`src/rtl/udp_axis_master_pkg.sv`:
```
// Shared types and constants for the multi-channel UDP-to-AXI-Stream master.
// Holds the FSM state encoding, ack status codes and the ack datagram length.
package udp_axis_master_pkg;

  typedef enum logic [2:0] {
    RX_HEADER,
    RX_ID,
    RX_DATA,
    RX_DISCARD,
    TX_HEADER,
    TX_PAYLOAD
  } state_t;

  localparam logic [7:0] ST_OK     = 8'h00;
  localparam logic [7:0] ST_SHORT  = 8'h01;
  localparam logic [7:0] ST_RX_ERR = 8'h02;

  // UDP length of an ack: 8-byte UDP header + ID + status + 16-bit count.
  function automatic logic [15:0] ack_len(input int unsigned id_bytes);
    return 16'(8 + id_bytes + 3);
  endfunction

endpackage

```
`src/rtl/udp_axis_master_mc_if.sv`:
```
// Bus interfaces between the UDP stack, this block and the application sinks.
// AXI-Stream byte bus plus inbound and outbound UDP header channels.
interface axis_bus #(
  parameter int DATA_W = 8,
  parameter int DEST_W = 4
);
  logic [DATA_W-1:0] tdata;
  logic              tvalid;
  logic              tready;
  logic              tlast;
  logic              tuser;
  logic [DEST_W-1:0] tdest;

  modport transmitter (output tdata, tvalid, tlast, tuser, tdest, input tready);
  modport receiver    (input tdata, tvalid, tlast, tuser, output tready);
endinterface

interface udp_rx_hdr_bus;
  logic        hdr_valid;
  logic        hdr_ready;
  logic [31:0] src_ip;
  logic [31:0] dst_ip;
  logic [15:0] src_port;
  logic [15:0] dst_port;

  modport source (output hdr_valid, src_ip, dst_ip, src_port, dst_port, input hdr_ready);
  modport sink   (input hdr_valid, src_ip, dst_ip, src_port, dst_port, output hdr_ready);
endinterface

interface udp_tx_hdr_bus;
  logic        hdr_valid;
  logic        hdr_ready;
  logic [5:0]  dscp;
  logic [1:0]  ecn;
  logic [7:0]  ttl;
  logic [31:0] src_ip;
  logic [31:0] dst_ip;
  logic [15:0] src_port;
  logic [15:0] dst_port;
  logic [15:0] length;
  logic [15:0] checksum;

  modport source (output hdr_valid, dscp, ecn, ttl, src_ip, dst_ip, src_port, dst_port,
                  length, checksum, input hdr_ready);
  modport sink   (input hdr_valid, dscp, ecn, ttl, src_ip, dst_ip, src_port, dst_port,
                  length, checksum, output hdr_ready);
endinterface

```
`src/rtl/udp_axis_master_mc_ack.sv`:
```
// Ack payload serializer: snapshots ID/status/count on start and emits
// ID bytes LSB first, then status, count[7:0], count[15:8], with tlast on the final byte.
module udp_ack_serializer
  import udp_axis_master_pkg::*;
#(
  parameter int ID_BYTES = 6
) (
  input  logic                  clk,
  input  logic                  reset,
  input  logic                  start,
  input  logic [8*ID_BYTES-1:0] id,
  input  logic [7:0]            status,
  input  logic [15:0]           count,
  output logic                  done,
  axis_bus.transmitter          ack_axis
);

  localparam int         N_BYTES  = ID_BYTES + 3;
  localparam logic [3:0] LAST_IDX = 4'(N_BYTES - 1);

  logic                   busy;
  logic [3:0]             idx;
  logic [8*N_BYTES-1:0]   snap;
  logic                   at_last;

  assign at_last          = (idx == LAST_IDX);
  assign ack_axis.tvalid  = busy;
  assign ack_axis.tlast   = busy && at_last;
  assign ack_axis.tuser   = 1'b0;
  assign ack_axis.tdest   = '0;
  assign done             = busy && ack_axis.tready && at_last;

  // NOTE: every variable assigned in always_comb gets a default first, so no path infers a latch.
  always_comb begin
    ack_axis.tdata = '0;
    for (int k = 0; k < N_BYTES; k++) begin
      if (idx == 4'(k)) ack_axis.tdata = snap[8*k +: 8];
    end
  end

  // NOTE: sequential state uses non-blocking assignments and a synchronous active-high reset.
  always_ff @(posedge clk) begin
    if (reset) begin
      busy <= 1'b0;
      idx  <= '0;
    end else if (start) begin
      busy <= 1'b1;
      idx  <= '0;
    end else if (busy && ack_axis.tready) begin
      if (at_last) busy <= 1'b0;
      else         idx  <= idx + 4'd1;
    end
  end

  // NOTE: payload snapshot is not reset; busy gates it, so its power-up value is never seen.
  always_ff @(posedge clk) begin
    if (start) snap <= {count, status, id};
  end

endmodule

```
`src/rtl/udp_axis_master_mc.sv`:
```
// Multi-channel UDP-to-AXI-Stream master: strips a little-endian transfer ID, forwards the
// payload with tdest = channel, and answers each accepted datagram with a status/count ack.
module udp_axis_master_mc
  import udp_axis_master_pkg::*;
#(
  parameter int UDP_PORT_BASE = 4321,
  parameter int NUM_CHANNELS  = 4,
  parameter int ID_BYTES      = 6,
  parameter int ACK_TTL       = 64,
  parameter int DEST_W        = 4
) (
  input  logic          clk,
  input  logic          reset,
  udp_rx_hdr_bus.sink   udp_rx_header_if,
  axis_bus.receiver     udp_rx_payload_if,
  udp_tx_hdr_bus.source udp_tx_header_if,
  axis_bus.transmitter  udp_tx_payload_if,
  axis_bus.transmitter  out_axis_if,
  output logic [31:0]   drop_count
);

  localparam int ID_W = 8 * ID_BYTES;

  state_t            state, state_next;
  logic [31:0]       peer_ip, local_ip;
  logic [15:0]       peer_port, local_port;
  logic [15:0]       ch_q, ch_calc;
  logic [ID_W-1:0]   id_q;
  logic [3:0]        byte_idx;
  logic [15:0]       count_q;
  logic [7:0]        status_q;
  logic              ch_hit, hdr_fire, rx_fire, id_last;
  logic              ack_start, ack_done;

  // Unsigned 16-bit difference: ports below the base wrap high and miss.
  assign ch_calc  = udp_rx_header_if.dst_port - 16'(UDP_PORT_BASE);
  assign ch_hit   = ch_calc < 16'(NUM_CHANNELS);
  assign hdr_fire = udp_rx_header_if.hdr_valid && udp_rx_header_if.hdr_ready;
  assign rx_fire  = udp_rx_payload_if.tvalid && udp_rx_payload_if.tready;
  assign id_last  = (byte_idx == 4'(ID_BYTES - 1));

  assign udp_tx_header_if.dscp     = 6'd0;
  assign udp_tx_header_if.ecn      = 2'd0;
  assign udp_tx_header_if.ttl      = 8'(ACK_TTL);
  assign udp_tx_header_if.src_ip   = local_ip;
  assign udp_tx_header_if.dst_ip   = peer_ip;
  assign udp_tx_header_if.src_port = local_port;
  assign udp_tx_header_if.dst_port = peer_port;
  assign udp_tx_header_if.length   = ack_len(ID_BYTES);
  assign udp_tx_header_if.checksum = 16'h0000;

  assign out_axis_if.tdata = udp_rx_payload_if.tdata;
  assign out_axis_if.tlast = udp_rx_payload_if.tlast;
  assign out_axis_if.tuser = udp_rx_payload_if.tuser;
  assign out_axis_if.tdest = DEST_W'(ch_q);

  always_comb begin
    state_next                  = state;
    udp_rx_header_if.hdr_ready  = 1'b0;
    udp_rx_payload_if.tready    = 1'b0;
    out_axis_if.tvalid          = 1'b0;
    udp_tx_header_if.hdr_valid  = 1'b0;
    ack_start                   = 1'b0;
    case (state)
      RX_HEADER: begin
        udp_rx_header_if.hdr_ready = !reset;
        if (hdr_fire) state_next = ch_hit ? RX_ID : RX_DISCARD;
      end
      RX_DISCARD: begin
        udp_rx_payload_if.tready = 1'b1;
        if (rx_fire && udp_rx_payload_if.tlast) state_next = RX_HEADER;
      end
      RX_ID: begin
        udp_rx_payload_if.tready = 1'b1;
        if (rx_fire) begin
          if (udp_rx_payload_if.tlast) state_next = TX_HEADER;
          else if (id_last)            state_next = RX_DATA;
        end
      end
      RX_DATA: begin
        // Zero-bubble pass-through: the sink's ready steers the source directly.
        out_axis_if.tvalid       = udp_rx_payload_if.tvalid;
        udp_rx_payload_if.tready = out_axis_if.tready;
        if (rx_fire && udp_rx_payload_if.tlast) state_next = TX_HEADER;
      end
      TX_HEADER: begin
        udp_tx_header_if.hdr_valid = 1'b1;
        if (udp_tx_header_if.hdr_ready) begin
          ack_start  = 1'b1;
          state_next = TX_PAYLOAD;
        end
      end
      TX_PAYLOAD: begin
        if (ack_done) state_next = RX_HEADER;
      end
      default: state_next = RX_HEADER;
    endcase
  end

  always_ff @(posedge clk) begin
    if (reset) begin
      state      <= RX_HEADER;
      drop_count <= '0;
    end else begin
      state <= state_next;
      if (hdr_fire && !ch_hit && drop_count != 32'hFFFF_FFFF)
        drop_count <= drop_count + 32'd1;
    end
  end

  always_ff @(posedge clk) begin
    if (hdr_fire) begin
      peer_ip    <= udp_rx_header_if.src_ip;
      local_ip   <= udp_rx_header_if.dst_ip;
      peer_port  <= udp_rx_header_if.src_port;
      local_port <= udp_rx_header_if.dst_port;
      ch_q       <= ch_calc;
      id_q       <= '0;
      byte_idx   <= '0;
      count_q    <= '0;
    end
    if (state == RX_ID && rx_fire) begin
      for (int k = 0; k < ID_BYTES; k++) begin
        if (byte_idx == 4'(k)) id_q[8*k +: 8] <= udp_rx_payload_if.tdata;
      end
      byte_idx <= byte_idx + 4'd1;
      if (udp_rx_payload_if.tlast) begin
        status_q <= ST_SHORT;
        count_q  <= '0;
      end
    end
    if (state == RX_DATA && rx_fire) begin
      if (count_q != 16'hFFFF) count_q <= count_q + 16'd1;
      if (udp_rx_payload_if.tlast)
        status_q <= udp_rx_payload_if.tuser ? ST_RX_ERR : ST_OK;
    end
  end

  udp_ack_serializer #(
    .ID_BYTES (ID_BYTES)
  ) u_ack (
    .clk      (clk),
    .reset    (reset),
    .start    (ack_start),
    .id       (id_q),
    .status   (status_q),
    .count    (count_q),
    .done     (ack_done),
    .ack_axis (udp_tx_payload_if)
  );

endmodule

```
`src/flat_wrapper.sv`:
```
// flat-port wrapper written by rule: the top's interface ports become plain ports
module udp_axis_master_mc_flat import udp_axis_master_pkg::*;
#(
  parameter int UDP_PORT_BASE = 4321,
  parameter int NUM_CHANNELS  = 4,
  parameter int ID_BYTES      = 6,
  parameter int ACK_TTL       = 64,
  parameter int DEST_W        = 4
)
  (clk, reset, drop_count, udp_rx_header_if_hdr_valid, udp_rx_header_if_src_ip, udp_rx_header_if_dst_ip, udp_rx_header_if_src_port, udp_rx_header_if_dst_port, udp_rx_header_if_hdr_ready, udp_rx_payload_if_tdata, udp_rx_payload_if_tvalid, udp_rx_payload_if_tlast, udp_rx_payload_if_tuser, udp_rx_payload_if_tready, udp_tx_header_if_hdr_valid, udp_tx_header_if_dscp, udp_tx_header_if_ecn, udp_tx_header_if_ttl, udp_tx_header_if_src_ip, udp_tx_header_if_dst_ip, udp_tx_header_if_src_port, udp_tx_header_if_dst_port, udp_tx_header_if_length, udp_tx_header_if_checksum, udp_tx_header_if_hdr_ready, udp_tx_payload_if_tdata, udp_tx_payload_if_tvalid, udp_tx_payload_if_tlast, udp_tx_payload_if_tuser, udp_tx_payload_if_tdest, udp_tx_payload_if_tready, out_axis_if_tdata, out_axis_if_tvalid, out_axis_if_tlast, out_axis_if_tuser, out_axis_if_tdest, out_axis_if_tready);
  udp_rx_hdr_bus udp_rx_header_if_i ();
  axis_bus #(.DATA_W(8), .DEST_W(DEST_W)) udp_rx_payload_if_i ();
  udp_tx_hdr_bus udp_tx_header_if_i ();
  axis_bus #(.DATA_W(8), .DEST_W(DEST_W)) udp_tx_payload_if_i ();
  axis_bus #(.DATA_W(8), .DEST_W(DEST_W)) out_axis_if_i ();
  input  logic clk;
  input  logic reset;
  output logic [31:0] drop_count;
  input wire logic [$bits(udp_rx_header_if_i.hdr_valid)-1:0] udp_rx_header_if_hdr_valid;
  input wire logic [$bits(udp_rx_header_if_i.src_ip)-1:0] udp_rx_header_if_src_ip;
  input wire logic [$bits(udp_rx_header_if_i.dst_ip)-1:0] udp_rx_header_if_dst_ip;
  input wire logic [$bits(udp_rx_header_if_i.src_port)-1:0] udp_rx_header_if_src_port;
  input wire logic [$bits(udp_rx_header_if_i.dst_port)-1:0] udp_rx_header_if_dst_port;
  output wire logic [$bits(udp_rx_header_if_i.hdr_ready)-1:0] udp_rx_header_if_hdr_ready;
  input wire logic [$bits(udp_rx_payload_if_i.tdata)-1:0] udp_rx_payload_if_tdata;
  input wire logic [$bits(udp_rx_payload_if_i.tvalid)-1:0] udp_rx_payload_if_tvalid;
  input wire logic [$bits(udp_rx_payload_if_i.tlast)-1:0] udp_rx_payload_if_tlast;
  input wire logic [$bits(udp_rx_payload_if_i.tuser)-1:0] udp_rx_payload_if_tuser;
  output wire logic [$bits(udp_rx_payload_if_i.tready)-1:0] udp_rx_payload_if_tready;
  output wire logic [$bits(udp_tx_header_if_i.hdr_valid)-1:0] udp_tx_header_if_hdr_valid;
  output wire logic [$bits(udp_tx_header_if_i.dscp)-1:0] udp_tx_header_if_dscp;
  output wire logic [$bits(udp_tx_header_if_i.ecn)-1:0] udp_tx_header_if_ecn;
  output wire logic [$bits(udp_tx_header_if_i.ttl)-1:0] udp_tx_header_if_ttl;
  output wire logic [$bits(udp_tx_header_if_i.src_ip)-1:0] udp_tx_header_if_src_ip;
  output wire logic [$bits(udp_tx_header_if_i.dst_ip)-1:0] udp_tx_header_if_dst_ip;
  output wire logic [$bits(udp_tx_header_if_i.src_port)-1:0] udp_tx_header_if_src_port;
  output wire logic [$bits(udp_tx_header_if_i.dst_port)-1:0] udp_tx_header_if_dst_port;
  output wire logic [$bits(udp_tx_header_if_i.length)-1:0] udp_tx_header_if_length;
  output wire logic [$bits(udp_tx_header_if_i.checksum)-1:0] udp_tx_header_if_checksum;
  input wire logic [$bits(udp_tx_header_if_i.hdr_ready)-1:0] udp_tx_header_if_hdr_ready;
  output wire logic [$bits(udp_tx_payload_if_i.tdata)-1:0] udp_tx_payload_if_tdata;
  output wire logic [$bits(udp_tx_payload_if_i.tvalid)-1:0] udp_tx_payload_if_tvalid;
  output wire logic [$bits(udp_tx_payload_if_i.tlast)-1:0] udp_tx_payload_if_tlast;
  output wire logic [$bits(udp_tx_payload_if_i.tuser)-1:0] udp_tx_payload_if_tuser;
  output wire logic [$bits(udp_tx_payload_if_i.tdest)-1:0] udp_tx_payload_if_tdest;
  input wire logic [$bits(udp_tx_payload_if_i.tready)-1:0] udp_tx_payload_if_tready;
  output wire logic [$bits(out_axis_if_i.tdata)-1:0] out_axis_if_tdata;
  output wire logic [$bits(out_axis_if_i.tvalid)-1:0] out_axis_if_tvalid;
  output wire logic [$bits(out_axis_if_i.tlast)-1:0] out_axis_if_tlast;
  output wire logic [$bits(out_axis_if_i.tuser)-1:0] out_axis_if_tuser;
  output wire logic [$bits(out_axis_if_i.tdest)-1:0] out_axis_if_tdest;
  input wire logic [$bits(out_axis_if_i.tready)-1:0] out_axis_if_tready;
  assign udp_rx_header_if_i.hdr_valid = udp_rx_header_if_hdr_valid;
  assign udp_rx_header_if_i.src_ip = udp_rx_header_if_src_ip;
  assign udp_rx_header_if_i.dst_ip = udp_rx_header_if_dst_ip;
  assign udp_rx_header_if_i.src_port = udp_rx_header_if_src_port;
  assign udp_rx_header_if_i.dst_port = udp_rx_header_if_dst_port;
  assign udp_rx_header_if_hdr_ready = udp_rx_header_if_i.hdr_ready;
  assign udp_rx_payload_if_i.tdata = udp_rx_payload_if_tdata;
  assign udp_rx_payload_if_i.tvalid = udp_rx_payload_if_tvalid;
  assign udp_rx_payload_if_i.tlast = udp_rx_payload_if_tlast;
  assign udp_rx_payload_if_i.tuser = udp_rx_payload_if_tuser;
  assign udp_rx_payload_if_tready = udp_rx_payload_if_i.tready;
  assign udp_tx_header_if_hdr_valid = udp_tx_header_if_i.hdr_valid;
  assign udp_tx_header_if_dscp = udp_tx_header_if_i.dscp;
  assign udp_tx_header_if_ecn = udp_tx_header_if_i.ecn;
  assign udp_tx_header_if_ttl = udp_tx_header_if_i.ttl;
  assign udp_tx_header_if_src_ip = udp_tx_header_if_i.src_ip;
  assign udp_tx_header_if_dst_ip = udp_tx_header_if_i.dst_ip;
  assign udp_tx_header_if_src_port = udp_tx_header_if_i.src_port;
  assign udp_tx_header_if_dst_port = udp_tx_header_if_i.dst_port;
  assign udp_tx_header_if_length = udp_tx_header_if_i.length;
  assign udp_tx_header_if_checksum = udp_tx_header_if_i.checksum;
  assign udp_tx_header_if_i.hdr_ready = udp_tx_header_if_hdr_ready;
  assign udp_tx_payload_if_tdata = udp_tx_payload_if_i.tdata;
  assign udp_tx_payload_if_tvalid = udp_tx_payload_if_i.tvalid;
  assign udp_tx_payload_if_tlast = udp_tx_payload_if_i.tlast;
  assign udp_tx_payload_if_tuser = udp_tx_payload_if_i.tuser;
  assign udp_tx_payload_if_tdest = udp_tx_payload_if_i.tdest;
  assign udp_tx_payload_if_i.tready = udp_tx_payload_if_tready;
  assign out_axis_if_tdata = out_axis_if_i.tdata;
  assign out_axis_if_tvalid = out_axis_if_i.tvalid;
  assign out_axis_if_tlast = out_axis_if_i.tlast;
  assign out_axis_if_tuser = out_axis_if_i.tuser;
  assign out_axis_if_tdest = out_axis_if_i.tdest;
  assign out_axis_if_i.tready = out_axis_if_tready;
  udp_axis_master_mc #(.UDP_PORT_BASE(UDP_PORT_BASE), .NUM_CHANNELS(NUM_CHANNELS), .ID_BYTES(ID_BYTES), .ACK_TTL(ACK_TTL), .DEST_W(DEST_W)) u_core (.clk(clk), .reset(reset), .udp_rx_header_if(udp_rx_header_if_i), .udp_rx_payload_if(udp_rx_payload_if_i), .udp_tx_header_if(udp_tx_header_if_i), .udp_tx_payload_if(udp_tx_payload_if_i), .out_axis_if(out_axis_if_i), .drop_count(drop_count));
endmodule
```
`config.mk`:
```
export PLATFORM = sky130hd
export DESIGN_NAME = udp_axis_master_mc_flat
export DESIGN_NICKNAME = d
export VERILOG_FILES = /design/src/rtl/udp_axis_master_pkg.sv /design/src/rtl/udp_axis_master_mc_if.sv /design/src/rtl/udp_axis_master_mc_ack.sv /design/src/rtl/udp_axis_master_mc.sv /design/src/flat_wrapper.sv
export SDC_FILE = /design/constraint.sdc
export NUM_CORES = 1
export LEC_CHECK = 0
export ABC_AREA = 1
export BUFFER_PORTS_ARGS = -buffer_cell sky130_fd_sc_hd__buf_2
export CAP_MARGIN = 20
export CORE_MARGIN = 3
export CORE_UTILIZATION = 53
export CTS_BUF_LIST = sky130_fd_sc_hd__clkbuf_16
export CTS_CLUSTER_SIZE = 16
export DETAILED_ROUTE_END_ITERATION = 16
export PLACE_DENSITY = 0.85
export SLEW_MARGIN = 20
export SYNTH_ARGS = -nofsm -noshare
export SYNTH_HDL_FRONTEND = slang
export SYNTH_SLANG_ARGS = --single-unit
```
`constraint.sdc`:
```
create_clock -name clk -period 5.86 [get_ports clk]
set_input_delay 0.586 -clock clk [delete_from_list [all_inputs] [get_ports clk]]
set_output_delay 0.586 -clock clk [all_outputs]
set_load 0.1 [all_outputs]
```
# After elaboration in Yosys (flattened, before gate mapping)
# Cells that the tools add are included.
[totals] mem_bits_rw=0 mem_bits_ro=0 memories=0 reg_bits=288 latch_bits=0
[classes] muxes=48 n_shift=0 n_eq_ne=27 bitwise=1 div=0 multipliers=0 order_cmp=1 reduce_logical=23 addsub=5
[ops] operator="$mux W8" count=19
[ops] operator="$mux W48" count=2
[ops] operator="$mux W16" count=5
[ops] operator="$add A32 B1 Y32 const B" count=1
[ops] operator="$ne A32 B32 Y1 const B" count=1
[ops] operator="$eq A4 B3 Y1 const B" count=6
[ops] operator="$mux W3" count=8
[ops] operator="$pmux W3 S6" count=1
[ops] operator="$add A16 B1 Y16 const B" count=1
[ops] operator="$eq A4 B2 Y1 const B" count=4
[ops] operator="$lt A16 B3 Y1 const B" count=1
[ops] operator="$ne A16 B16 Y1 const B" count=1
[ops] operator="$sub A16 B13 Y16 const B" count=1
[ops] operator="$logic_and A1 B1 Y1" count=10
[ops] operator="$ne A2 B1 Y1 const B" count=5
[ops] operator="$add A4 B1 Y4 const B" count=2
[ops] operator="$eq A4 B1 Y1 const B" count=2
[ops] operator="$logic_not A4 Y1" count=2
[ops] operator="$mux W1" count=8
[ops] operator="$mux W4" count=2
[ops] operator="$reduce_and A7 Y1" count=1
[ops] operator="$eq A3 B2 Y1 const B" count=2
[ops] operator="$eq A3 B3 Y1 const B" count=2
[ops] operator="$reduce_bool A2 Y1" count=3
[ops] operator="other kinds (11)" count=15

# Depth between registers and ports, before layout
# Gate-level depths: netlist of run 1.
[logic_depth] word_depth=10 depth_mapped=17

# By module
# A second synthesis of run 1 with hierarchy kept.
[unflattened] hier_cells=1301 hier_area_um2=12709.7
[modules_own_cells] module="udp_axis_master_mc" seq_area_each_um2=5345.1 area_per_inst_um2=9316.4 n_inst=1 cells_each=980
[modules_own_cells] module="udp_ack_serializer" seq_area_each_um2=2262.2 area_per_inst_um2=3393.3 n_inst=1 cells_each=321

# Least setup slack after synthesis of run 1
# OpenSTA, ideal clock, no wires.
[synth_path] kind="reg2reg" from="reg u_core.state[0]" to="reg u_core.u_ack.idx[2]" setup_time_ps=122 arrival_time_ps=5644 path_stages_with_launch=9 path_slack_ps=94 period_less_slack_ps=5766 path_cell_list="dfxtp_1 nor2_1 inv_1 nor2_1 inv_1 nor2_1 inv_1 nand2_1 nor3b_1"
[synth_between] elab_chain_len=3
[synth_rtl] item="start: declaration" line="udp_axis_master_mc.sv:24" text="state_t state, state_next;"
[synth_rtl] item="start signal: assignment" line="udp_axis_master_mc.sv:105" text="state <= state_next;"
[synth_rtl] item="$eq A3 B3 Y1" line="udp_axis_master_mc.sv:64" text="case (state)"
[synth_rtl] item="$mux W1" line="udp_axis_master_mc.sv:64"
[synth_rtl] item="net u_core.ack_start" line="udp_axis_master_mc.sv:33" text="logic ack_start, ack_done;"
[synth_rtl] item="$reduce_or A2 Y1 (no source line)"
[synth_rtl] item="end signal: assignment" line="udp_axis_master_mc_ack.sv:51" text="else idx <= idx + 4'd1;"
[synth_rtl] item="end: declaration" line="udp_axis_master_mc_ack.sv:22" text="logic [3:0] idx;"
# The timed path passes the listed nets, and every way through them passes these cells.
# A chain may end at the register's enable or synchronous reset.

# Worst setup path after layout of run 1
[layout_path] from="reg u_core.u_ack.idx[1]" to="out udp_tx_payload_if_tdata[2]"
[layout_between] elab_chain_len=10 word_cells_on_any_way=18 cone_classes="eq/ne: 8; mux: 9; reduce/logical: 1"
[layout_rtl] item="$logic_not A4 Y1" line="udp_axis_master_mc_ack.sv:37" text="if (idx == 4'(k)) ack_axis.tdata = snap[8*k +: 8];"
[layout_rtl] item="$mux W8 (8 in a row)" line="udp_axis_master_mc_ack.sv:37"
[layout_rtl] item="$mux W8 (*)" line="udp_axis_master_mc_ack.sv:37"
[layout_rtl] item="end: declaration" line="flat_wrapper.sv:41" text="output wire logic [$bits(udp_tx_payload_if_i.tdata)-1:0] udp_tx_payload_if_tdata;"
# Every way passes the cells marked *; elsewhere a longest branch is shown, timed or not.

==> run_summary.xml, run 1 <==
<?xml version="1.0" encoding="UTF-8"?>
<metrics>
  <group name="timing">
    <metric name="layout_worst_path_cycle_share" unit="">0.6724</metric>
    <metric name="worst-slew-pin-transition" unit="ns">1.014</metric>
    <metric name="slew_viol_final" unit="">0</metric>
    <metric name="setup_violations" unit="">0</metric>
    <metric name="totalNegativeSetupSlack" unit="ns">0</metric>
    <metric name="highest_clock_rate" unit="MHz">253.8</metric>
    <metric name="finalCriticalPeriod" unit="ns">3.940</metric>
    <metric name="layout_skew" unit="ns">0.008012</metric>
    <metric name="slew_headroom" unit="">0.3218</metric>
    <metric name="grt_setup_unrepaired" unit="">false</metric>
    <metric name="final-hold-violation-count" unit="">0</metric>
    <metric name="fin_worst_hold_slack" unit="ns">0.2141</metric>
  </group>
  <group name="synthesis">
    <metric name="synth.ff_latch_count" unit="">288</metric>
    <metric name="synthDistinctLibCells" unit="">39</metric>
    <metric name="library_cell_with_the_highest_instance_count_after_synthesis" unit="">sky130_fd_sc_hd__nand2_1</metric>
    <metric name="postSynth.topFlopCell" unit="">sky130_fd_sc_hd__edfxtp_1</metric>
    <metric name="synth_area_leader_cell" unit="">sky130_fd_sc_hd__edfxtp_1</metric>
    <metric name="syn_area" unit="mm2">0.01219</metric>
    <metric name="synth_warnings" unit="">0</metric>
    <metric name="syn-instance-count" unit="">1205</metric>
    <metric name="fraction_of_registers_with_async_set_reset" unit="">0</metric>
    <metric name="synth_top_cells_by_area" unit="">sky130_fd_sc_hd__edfxtp_1, sky130_fd_sc_hd__dfxtp_1, sky130_fd_sc_hd__nand2_1</metric>
    <metric name="synth-edff-count" unit="">184</metric>
    <metric name="yosysTopAreaCellShare" unit="">0.4532</metric>
    <metric name="post_synth_most_frequent_cells" unit="">sky130_fd_sc_hd__nand2_1, sky130_fd_sc_hd__edfxtp_1, sky130_fd_sc_hd__dfxtp_1</metric>
    <metric name="synthesis.area_per_instance" unit="um2">10.12</metric>
    <metric name="yosysSeqAreaShare" unit="">0.6240</metric>
  </group>
  <group name="cts">
    <metric name="worstSkewPairLatency" unit="ns">0.54</metric>
    <metric name="root_buffer" unit="">sky130_fd_sc_hd__clkbuf_16</metric>
    <metric name="cts.clk_slew.worst_paths" unit="ns">0.06</metric>
    <metric name="clock_sinks" unit="">288</metric>
    <metric name="cts_setup_buffers" unit="">0</metric>
    <metric name="cts_buffer_depth" unit="">3</metric>
    <metric name="cts-hold-fix-buffers" unit="">0</metric>
    <metric name="resized_after_cts" unit="">0</metric>
    <metric name="cts_tree" unit="">built</metric>
    <metric name="cts_buffers" unit="">29</metric>
    <metric name="number_of_h_tree_levels" unit="">1</metric>
  </group>
  <group name="place">
    <metric name="buffer_ports.inserted" unit="">268</metric>
    <metric name="place_hpwl" unit="um">24560</metric>
    <metric name="routabilityCongestion" unit="">0.9419</metric>
    <metric name="placement.cell_area" unit="mm2">0.01346</metric>
  </group>
  <group name="die">
    <metric name="core_region_area" unit="mm2">0.02223</metric>
    <metric name="floorplan.rows" unit="">54</metric>
    <metric name="die_w" unit="um">157.7</metric>
    <metric name="die_y" unit="um">157.7</metric>
    <metric name="die_area" unit="mm2">0.02486</metric>
    <metric name="ios" unit="">322</metric>
    <metric name="effective_utilization_at_floorplan" unit="">0.5484</metric>
  </group>
  <group name="worst_setup_path">
    <metric name="worst_ep_arrival" unit="ns">3.35</metric>
    <metric name="r2r_setup_slack" unit="ns">2.82</metric>
    <metric name="cp_slowest_cell" unit="">sky130_fd_sc_hd__nor2_1</metric>
    <metric name="critical_path_peak_fanout" unit="">10</metric>
    <metric name="required_time_at_the_endpoint_of_the_critical_path" unit="ns">5.27</metric>
    <metric name="critPathMostFrequentCell" unit="">sky130_fd_sc_hd__nand2_1</metric>
    <metric name="kind_of_start_point_of_the_critical_path" unit="">flip-flop</metric>
    <metric name="crit_path_max_incr_delay" unit="ns">0.62</metric>
    <metric name="critPathCaptureType" unit="">output port</metric>
    <metric name="crit_chain" unit="">inv_1, ha_1, clkinv_1, nor2_1, nand2_1, a31oi_1, a21oi_1, nand3_1, nand2_1, nand2_1, nand2_1, nand3_1, buf_2</metric>
    <metric name="crit_type" unit="">flip-flop to output port</metric>
  </group>
  <group name="final_layout">
    <metric name="number_of_fill_cells" unit="">1756</metric>
    <metric name="fin_nets" unit="">1583</metric>
    <metric name="layout-drive-gt1-share" unit="">0.2318</metric>
    <metric name="post-route-cell-area" unit="mm2">0.01433</metric>
    <metric name="postLayoutCoreUtil" unit="">0.6447</metric>
    <metric name="syn2layout_area_growth" unit="%">17.56</metric>
  </group>
  <group name="drt">
    <metric name="route.vias.total" unit="">9555</metric>
    <metric name="detail_route.wirelength" unit="um">33910</metric>
    <metric name="dr_iter_0_viols" unit="">956</metric>
    <metric name="drt_first_pass_iters" unit="">6</metric>
    <metric name="routedWlPerCell" unit="um">19.21</metric>
    <metric name="drt_drc_violations_left" unit="">0</metric>
    <metric name="detail_route.vias_per_cell" unit="">5.414</metric>
    <metric name="detail-route-antenna-nets" unit="">0</metric>
  </group>
  <group name="pwr">
    <metric name="pwr-share-clk" unit="">0.295</metric>
    <metric name="comb_power_share" unit="">0.264</metric>
    <metric name="cellPowerDensity" unit="mW/mm2">398.2</metric>
    <metric name="power.static_leakage" unit="uW">0.005872</metric>
    <metric name="power_switching" unit="uW">2145</metric>
    <metric name="ir_worst_vdd" unit="uV">316.2</metric>
    <metric name="cellInternalPower" unit="uW">3562</metric>
    <metric name="p_seq_frac" unit="">0.441</metric>
    <metric name="p_sw_frac" unit="">0.3759</metric>
  </group>
  <group name="global_routing">
    <metric name="antenna_found_initial" unit="">4</metric>
    <metric name="track_usage" unit="">0.2597</metric>
    <metric name="grt-ovfl-total" unit="">0</metric>
    <metric name="grt_pass1_wl" unit="um">49710</metric>
    <metric name="grt_max_degree" unit="">83</metric>
    <metric name="first_global_vias" unit="">8763</metric>
  </group>
  <group name="hold_path">
    <metric name="hp-class" unit="">input port to flip-flop</metric>
  </group>
  <group name="status">
    <metric name="status" unit="">finished, final reports clean</metric>
  </group>
  <group name="run">
    <metric name="drv.max_cap_violation_count" unit="">0</metric>
  </group>
</metrics>
[final cells by class]
type | instances | area (um2) | area share
Timing Repair Buffer | 272 | 1371 | 0.09569
Clock buffer | 29 | 725.7 | 0.05064
Clock inverter | 23 | 132.6 | 0.009254
Inverter | 98 | 370.4 | 0.02584
Antenna cell | 5 | 12.51 | 0.0008731
Tap cell | 280 | 350.3 | 0.02445
Multi-Input combinational cell | 770 | 3761 | 0.2624
Sequential cell | 288 | 7607 | 0.5308
[state kept, by name, indices dropped and copies added (netlist names), named ones only]
name and flops:
u_core.byte_idx 4, u_core.ch_q 4, u_core.count_q 16, u_core.drop_count 32
u_core.id_q 48, u_core.state 3, u_core.u_ack.ack_axis.tvalid 1, u_core.u_ack.idx 4
u_core.u_ack.snap 72, u_core.udp_tx_header_if.dst_ip 32, u_core.udp_tx_header_if.dst_port 16, u_core.udp_tx_header_if.src_ip 32
u_core.udp_tx_header_if.src_port 16
[placed cells by master (no fill, tap or decap), types with 3 or more instances in the layout]
cell type / count
sky130_fd_sc_hd__nand2_1: 264
sky130_fd_sc_hd__dfxtp_1: 104
sky130_fd_sc_hd__nor3_2: 4
sky130_fd_sc_hd__a21oi_1: 60
sky130_fd_sc_hd__nor2_2: 8
sky130_fd_sc_hd__nand4_1: 46
sky130_fd_sc_hd__xnor2_1: 12
sky130_fd_sc_hd__inv_1: 95
sky130_fd_sc_hd__nor3_1: 24
sky130_fd_sc_hd__nor2_1: 91
sky130_fd_sc_hd__nor2_4: 3
sky130_fd_sc_hd__nand3_1: 74
sky130_fd_sc_hd__edfxtp_1: 184
sky130_fd_sc_hd__clkbuf_16: 29
sky130_fd_sc_hd__o21ai_0: 58
sky130_fd_sc_hd__clkinv_1: 8
sky130_fd_sc_hd__ha_1: 11
sky130_fd_sc_hd__clkinv_2: 4
sky130_fd_sc_hd__buf_2: 268
sky130_fd_sc_hd__inv_2: 9
sky130_fd_sc_hd__nand3_2: 4
sky130_fd_sc_hd__a31oi_1: 11
sky130_fd_sc_hd__conb_1: 53
sky130_fd_sc_hd__buf_4: 4
sky130_fd_sc_hd__diode_2: 5
sky130_fd_sc_hd__xor2_1: 23
sky130_fd_sc_hd__o22ai_1: 8
[power groups by stage]
| stage | logic [uW] | registers (uW) | clock network [uW] |
|---|---|---|---|
| 3_3_place_gp | 1490 | 2550 | 0 |
| 2_1_floorplan | 723 | 3070 | 0 |
| 4_1_cts | 1510 | 2510 | 1710 |
| 3_5_place_dp | 1500 | 2550 | 0 |
| 5_1_grt | 1580 | 2530 | 1790 |
| 6_report | 1510 | 2520 | 1680 |
[worst max-delay path, delay by kind of cell (launching register included)]
family	cells	cell delay, ns
adder cells (fa/ha/maj)	1	0.16
buffers and inverters	3	0.80
flip-flops	1	0.34
AO/OA/AOI/OAI	2	0.33
AND/OR/NAND/NOR	7	1.18
[per-stage QoR]
stage / total power, uW / worst slack (ns) / std cells
6_report: 5707 / 1.920 / 1765
5_1_grt: 5898 / 1.744 / 1762
4_1_cts: 5729 / 1.957 / 1760
3_5_place_dp: 4054 / 2.388 / 1708
3_3_place_gp: 4032 / 2.445 / 1708
2_1_floorplan: 3796 / 0.09407 / 1256
[layer usage]
| layer | global-route usage | wire (um) |
|---|---|---|
| met5 | 0.003968 | 13 |
| met4 | 0.08182 | 1261 |
| met3 | 0.05741 | 3015 |
| met2 | 0.4433 | 16500 |
| met1 | 0.3316 | 13110 |
[worst paths after layout]
kind,cells after the start,to,startpoint
worst min-delay path,1,u_core.udp_tx_header_if.dst_ip[6]$_DFFE_PP_,udp_rx_header_if_src_ip[6]
worst max register to register,9,u_core.drop_count[27]$_SDFFE_PP0P_,u_core.state[0]$_SDFFE_PP0P_
worst min register to register,0,u_core.u_ack.snap[28]$_DFFE_PP_,u_core.id_q[28]$_DFF_P_
worst max-delay path,13,udp_tx_payload_if_tdata[2],u_core.u_ack.idx[1]$_SDFFE_PP0P_
[kinds of logic after synthesis]
kind of cell,Yosys count,share of synthesized area
XOR/XNOR,35,0.02515
adder cells (fa/ha/maj),11,0.01129
AND/OR/NAND/NOR,526,0.1921
other,2,0.0006161
buffers and inverters,198,0.08375
flip-flops,288,0.6240
AO/OA/AOI/OAI,145,0.06302
Power figures use the tool's default switching activity.
==> run 2, diff against run 1 <==
==> constraint.sdc (replaced) <==
create_clock -name clk -period 3.69 [get_ports clk]
set_input_delay 0.369 -clock clk [delete_from_list [all_inputs] [get_ports clk]]
set_output_delay 0.369 -clock clk [all_outputs]
set_load 0.1 [all_outputs]
==> run 2 against run 1 <==
Net effect: count of clock-buffer cells in the layout up 1; utilization up 2.1 points; die area unchanged; critical path depth did not move; final cell count is 2.1% higher; sequential cell count unchanged; clock power is 62% higher; critical path type unchanged; critical endpoint is now udp_tx_payload_if_tdata[7]; highest routed layer unchanged.
==> run_summary.xml, run 2 (synthesized netlist as in run 1, its figures left out) <==
<?xml version="1.0" encoding="UTF-8"?>
<metrics>
  <group name="final_layout">
    <metric name="reg_top3" unit="">u_core.u_ack.snap: 72 flops, u_core.id_q: 48 flops</metric>
    <metric name="number_of_fill_cells" unit="">1673</metric>
    <metric name="total_area_of_multi_input_combinational_cells" unit="mm2">0.003774</metric>
    <metric name="largest_reg_flops" unit="">72</metric>
    <metric name="largest_register" unit="">u_core.u_ack.snap</metric>
    <metric name="syn2layout_area_growth" unit="%">21.34</metric>
    <metric name="fin_nets" unit="">1625</metric>
    <metric name="final_cell_mix" unit="">sky130_fd_sc_hd__buf_2, sky130_fd_sc_hd__nand2_1, sky130_fd_sc_hd__edfxtp_1</metric>
    <metric name="layout.area.seq" unit="mm2">0.007607</metric>
    <metric name="n_antenna_cell" unit="">0</metric>
    <metric name="layout-drive-gt1-share" unit="">0.2326</metric>
    <metric name="layout_commonest_cell" unit="">sky130_fd_sc_hd__buf_2</metric>
  </group>
  <group name="timing">
    <metric name="highest_clock_rate" unit="MHz">290.9</metric>
    <metric name="totalNegativeSetupSlack" unit="ns">0</metric>
    <metric name="layout_skew" unit="ns">0.01272</metric>
    <metric name="worst-slew-pin-transition" unit="ns">1.104</metric>
    <metric name="slew_headroom" unit="">0.2610</metric>
    <metric name="grt_setup_unrepaired" unit="">false</metric>
    <metric name="layout_worst_path_cycle_share" unit="">0.9317</metric>
    <metric name="finalCriticalPeriod" unit="ns">3.438</metric>
    <metric name="slew_viol_final" unit="">0</metric>
    <metric name="setup_violations" unit="">0</metric>
    <metric name="final-hold-violation-count" unit="">0</metric>
  </group>
  <group name="global_routing">
    <metric name="grt_pass1_wl" unit="um">51630</metric>
    <metric name="grt_max_degree" unit="">59</metric>
    <metric name="first_global_vias" unit="">9271</metric>
    <metric name="track_usage" unit="">0.2684</metric>
    <metric name="grt-ovfl-total" unit="">0</metric>
    <metric name="antenna_found_initial" unit="">4</metric>
  </group>
  <group name="pwr">
    <metric name="comb_power_share" unit="">0.267</metric>
    <metric name="power.static_leakage" unit="uW">0.006051</metric>
    <metric name="cellPowerDensity" unit="mW/mm2">619.9</metric>
    <metric name="p_seq_frac" unit="">0.436</metric>
    <metric name="p_sw_frac" unit="">0.3738</metric>
    <metric name="cellInternalPower" unit="uW">5741</metric>
    <metric name="pwr-share-clk" unit="">0.297</metric>
    <metric name="ir_worst_vdd" unit="uV">408.7</metric>
    <metric name="totalPowerFinal" unit="uW">9169</metric>
    <metric name="power_switching" unit="uW">3427</metric>
  </group>
  <group name="die">
    <metric name="effective_utilization_at_floorplan" unit="">0.5484</metric>
    <metric name="core_region_area" unit="mm2">0.02223</metric>
    <metric name="die_area" unit="mm2">0.02486</metric>
    <metric name="ios" unit="">322</metric>
    <metric name="die_w" unit="um">157.7</metric>
    <metric name="die_y" unit="um">157.7</metric>
    <metric name="floorplan.rows" unit="">54</metric>
  </group>
  <group name="run">
    <metric name="drv.max_cap_violation_count" unit="">0</metric>
  </group>
  <group name="cts">
    <metric name="cts.clk_slew.worst_paths" unit="ns">0.06</metric>
    <metric name="clock_sinks" unit="">288</metric>
    <metric name="number_of_h_tree_levels" unit="">1</metric>
    <metric name="cts_buffer_depth" unit="">3</metric>
    <metric name="root_buffer" unit="">sky130_fd_sc_hd__clkbuf_16</metric>
    <metric name="cts_tree" unit="">built</metric>
    <metric name="worstSkewPairLatency" unit="ns">0.53</metric>
    <metric name="cts_buffers" unit="">29</metric>
  </group>
  <group name="place">
    <metric name="buffer_ports.inserted" unit="">268</metric>
    <metric name="routabilityCongestion" unit="">0.9167</metric>
    <metric name="place_hpwl" unit="um">24940</metric>
  </group>
  <group name="worst_setup_path">
    <metric name="critPathCaptureType" unit="">output port</metric>
    <metric name="worst_ep_arrival" unit="ns">3.07</metric>
    <metric name="crit_type" unit="">flip-flop to output port</metric>
    <metric name="worst-r2r-cell-count" unit="">7</metric>
    <metric name="regToRegEndpoint" unit="">u_core.drop_count[14]$_SDFFE_PP0P_</metric>
    <metric name="r2r_setup_slack" unit="ns">1.27</metric>
    <metric name="required_time_at_the_endpoint_of_the_critical_path" unit="ns">3.32</metric>
    <metric name="worst_reg2reg_path_startpoint" unit="">u_core.drop_count[1]$_SDFFE_PP0P_</metric>
    <metric name="critical_path_peak_fanout" unit="">10</metric>
    <metric name="kind_of_start_point_of_the_critical_path" unit="">flip-flop</metric>
  </group>
  <group name="drt">
    <metric name="detail_route.vias_per_cell" unit="">5.377</metric>
    <metric name="drt_first_pass_iters" unit="">6</metric>
    <metric name="dr_iter_0_viols" unit="">887</metric>
    <metric name="route.vias.total" unit="">9689</metric>
    <metric name="detail-route-antenna-nets" unit="">0</metric>
    <metric name="drt_drc_violations_left" unit="">0</metric>
    <metric name="routedWlPerCell" unit="um">19.38</metric>
    <metric name="detail_route.wirelength" unit="um">34920</metric>
  </group>
  <group name="hold_path">
    <metric name="hp-class" unit="">input port to flip-flop</metric>
    <metric name="min_delay_path_depth" unit="">1</metric>
    <metric name="min-delay-start" unit="">udp_rx_header_if_src_ip[14]</metric>
    <metric name="whs_endpoint" unit="">u_core.udp_tx_header_if.dst_ip[14]$_DFFE_PP_</metric>
  </group>
  <group name="status">
    <metric name="status" unit="">finished, final reports clean</metric>
  </group>
</metrics>
==> run 2: changes by cell type in the layout (fill, tap and decap cells not counted), sizes merged <==
cell         previous run  this run
inv                   107       103
dlygate4sd3             0        38
buf                   272       276
clkinvlp                0         3
clkbuf                 29        30
diode                   5         0
==> run 2: cell type report <==
class | count | area share
Multi-Input combinational cell | 770 | 0.2551
Clock inverter | 22 | 0.008966
Timing Repair Buffer | 314 | 0.1221
Tap cell | 280 | 0.02368
Clock buffer | 30 | 0.05075
Inverter | 98 | 0.02504
Sequential cell | 288 | 0.5143
==> run 2: power groups by stage <==
| stage | Combinational, uW | Sequential [uW] | Clock, uW |
|---|---|---|---|
| finish | 2440 | 4000 | 2730 |
| floorplan | 1150 | 4870 | 0 |
| CTS | 2430 | 3990 | 2770 |
| global route | 2560 | 4030 | 2920 |
| global placement | 2370 | 4050 | 0 |
| detailed placement | 2390 | 4060 | 0 |
==> run 2: stage by stage <==
stage          utilization  area (um2)  hold WS (ns)  worst slack, ns  std cells
2_1_floorplan            -       12390        0.4086          0.06113       1256
3_3_place_gp        0.6081       13520        0.4118           0.6902       1712
3_5_place_dp        0.6081       13520        0.4146           0.6151       1712
4_1_cts             0.6623       14720     0.0003985         0.005761       1796
5_1_grt             0.6654       14790     0.0009394          0.02011       1802
6_report            0.6654       14790       0.01626           0.2520       1802
==> run 2: critical path: stages (launching register included) <==
cell	delay, ns
sky130_fd_sc_hd__dfxtp_1	0.35
sky130_fd_sc_hd__inv_1	0.12
sky130_fd_sc_hd__ha_1	0.16
sky130_fd_sc_hd__clkinv_1	0.33
sky130_fd_sc_hd__nor2_4	0.37
sky130_fd_sc_hd__nand2_1	0.09
sky130_fd_sc_hd__a31oi_1	0.21
sky130_fd_sc_hd__a21oi_1	0.09
sky130_fd_sc_hd__nand3_1	0.13
sky130_fd_sc_hd__nand2_1	0.08
sky130_fd_sc_hd__nand2_1	0.06
sky130_fd_sc_hd__nand2_1	0.06
sky130_fd_sc_hd__nand3_1	0.07
sky130_fd_sc_hd__buf_2	0.42
==> run 2: how the worst max path moves through the flow <==
stage / from / end / slack [ns]
after floorplan: reset / u_core.ch_q[0]$_DFFE_PP_ / 0.06
after global placement: u_core.u_ack.idx[1]$_SDFFE_PP0P_ / udp_tx_payload_if_tdata[4] / 0.69
after detailed placement: u_core.u_ack.idx[1]$_SDFFE_PP0P_ / udp_tx_payload_if_tdata[3] / 0.62
after CTS: u_core.u_ack.idx[1]$_SDFFE_PP0P_ / udp_tx_payload_if_tdata[3] / 0.006
after global routing: u_core.u_ack.idx[1]$_SDFFE_PP0P_ / udp_tx_payload_if_tdata[4] / 0.02
final: u_core.u_ack.idx[1]$_SDFFE_PP0P_ / udp_tx_payload_if_tdata[7] / 0.25
==> run 2: routing by layer <==
layer	vias up	GRT usage	part of all wire
met5	-	0	0.0011
li1	4595	-	-
met4	6	0.09545	0.034
met2	422	0.4592	0.49
met1	4590	0.3391	0.39
met3	76	0.05659	0.083
==> run 2: timing repair <==
action	CTS	global route
endpoints found under the hold margin	32	6
endpoints found under the setup margin	0	8
gates resized for setup	0	3
buffers inserted	0	0
hold buffers	32	6
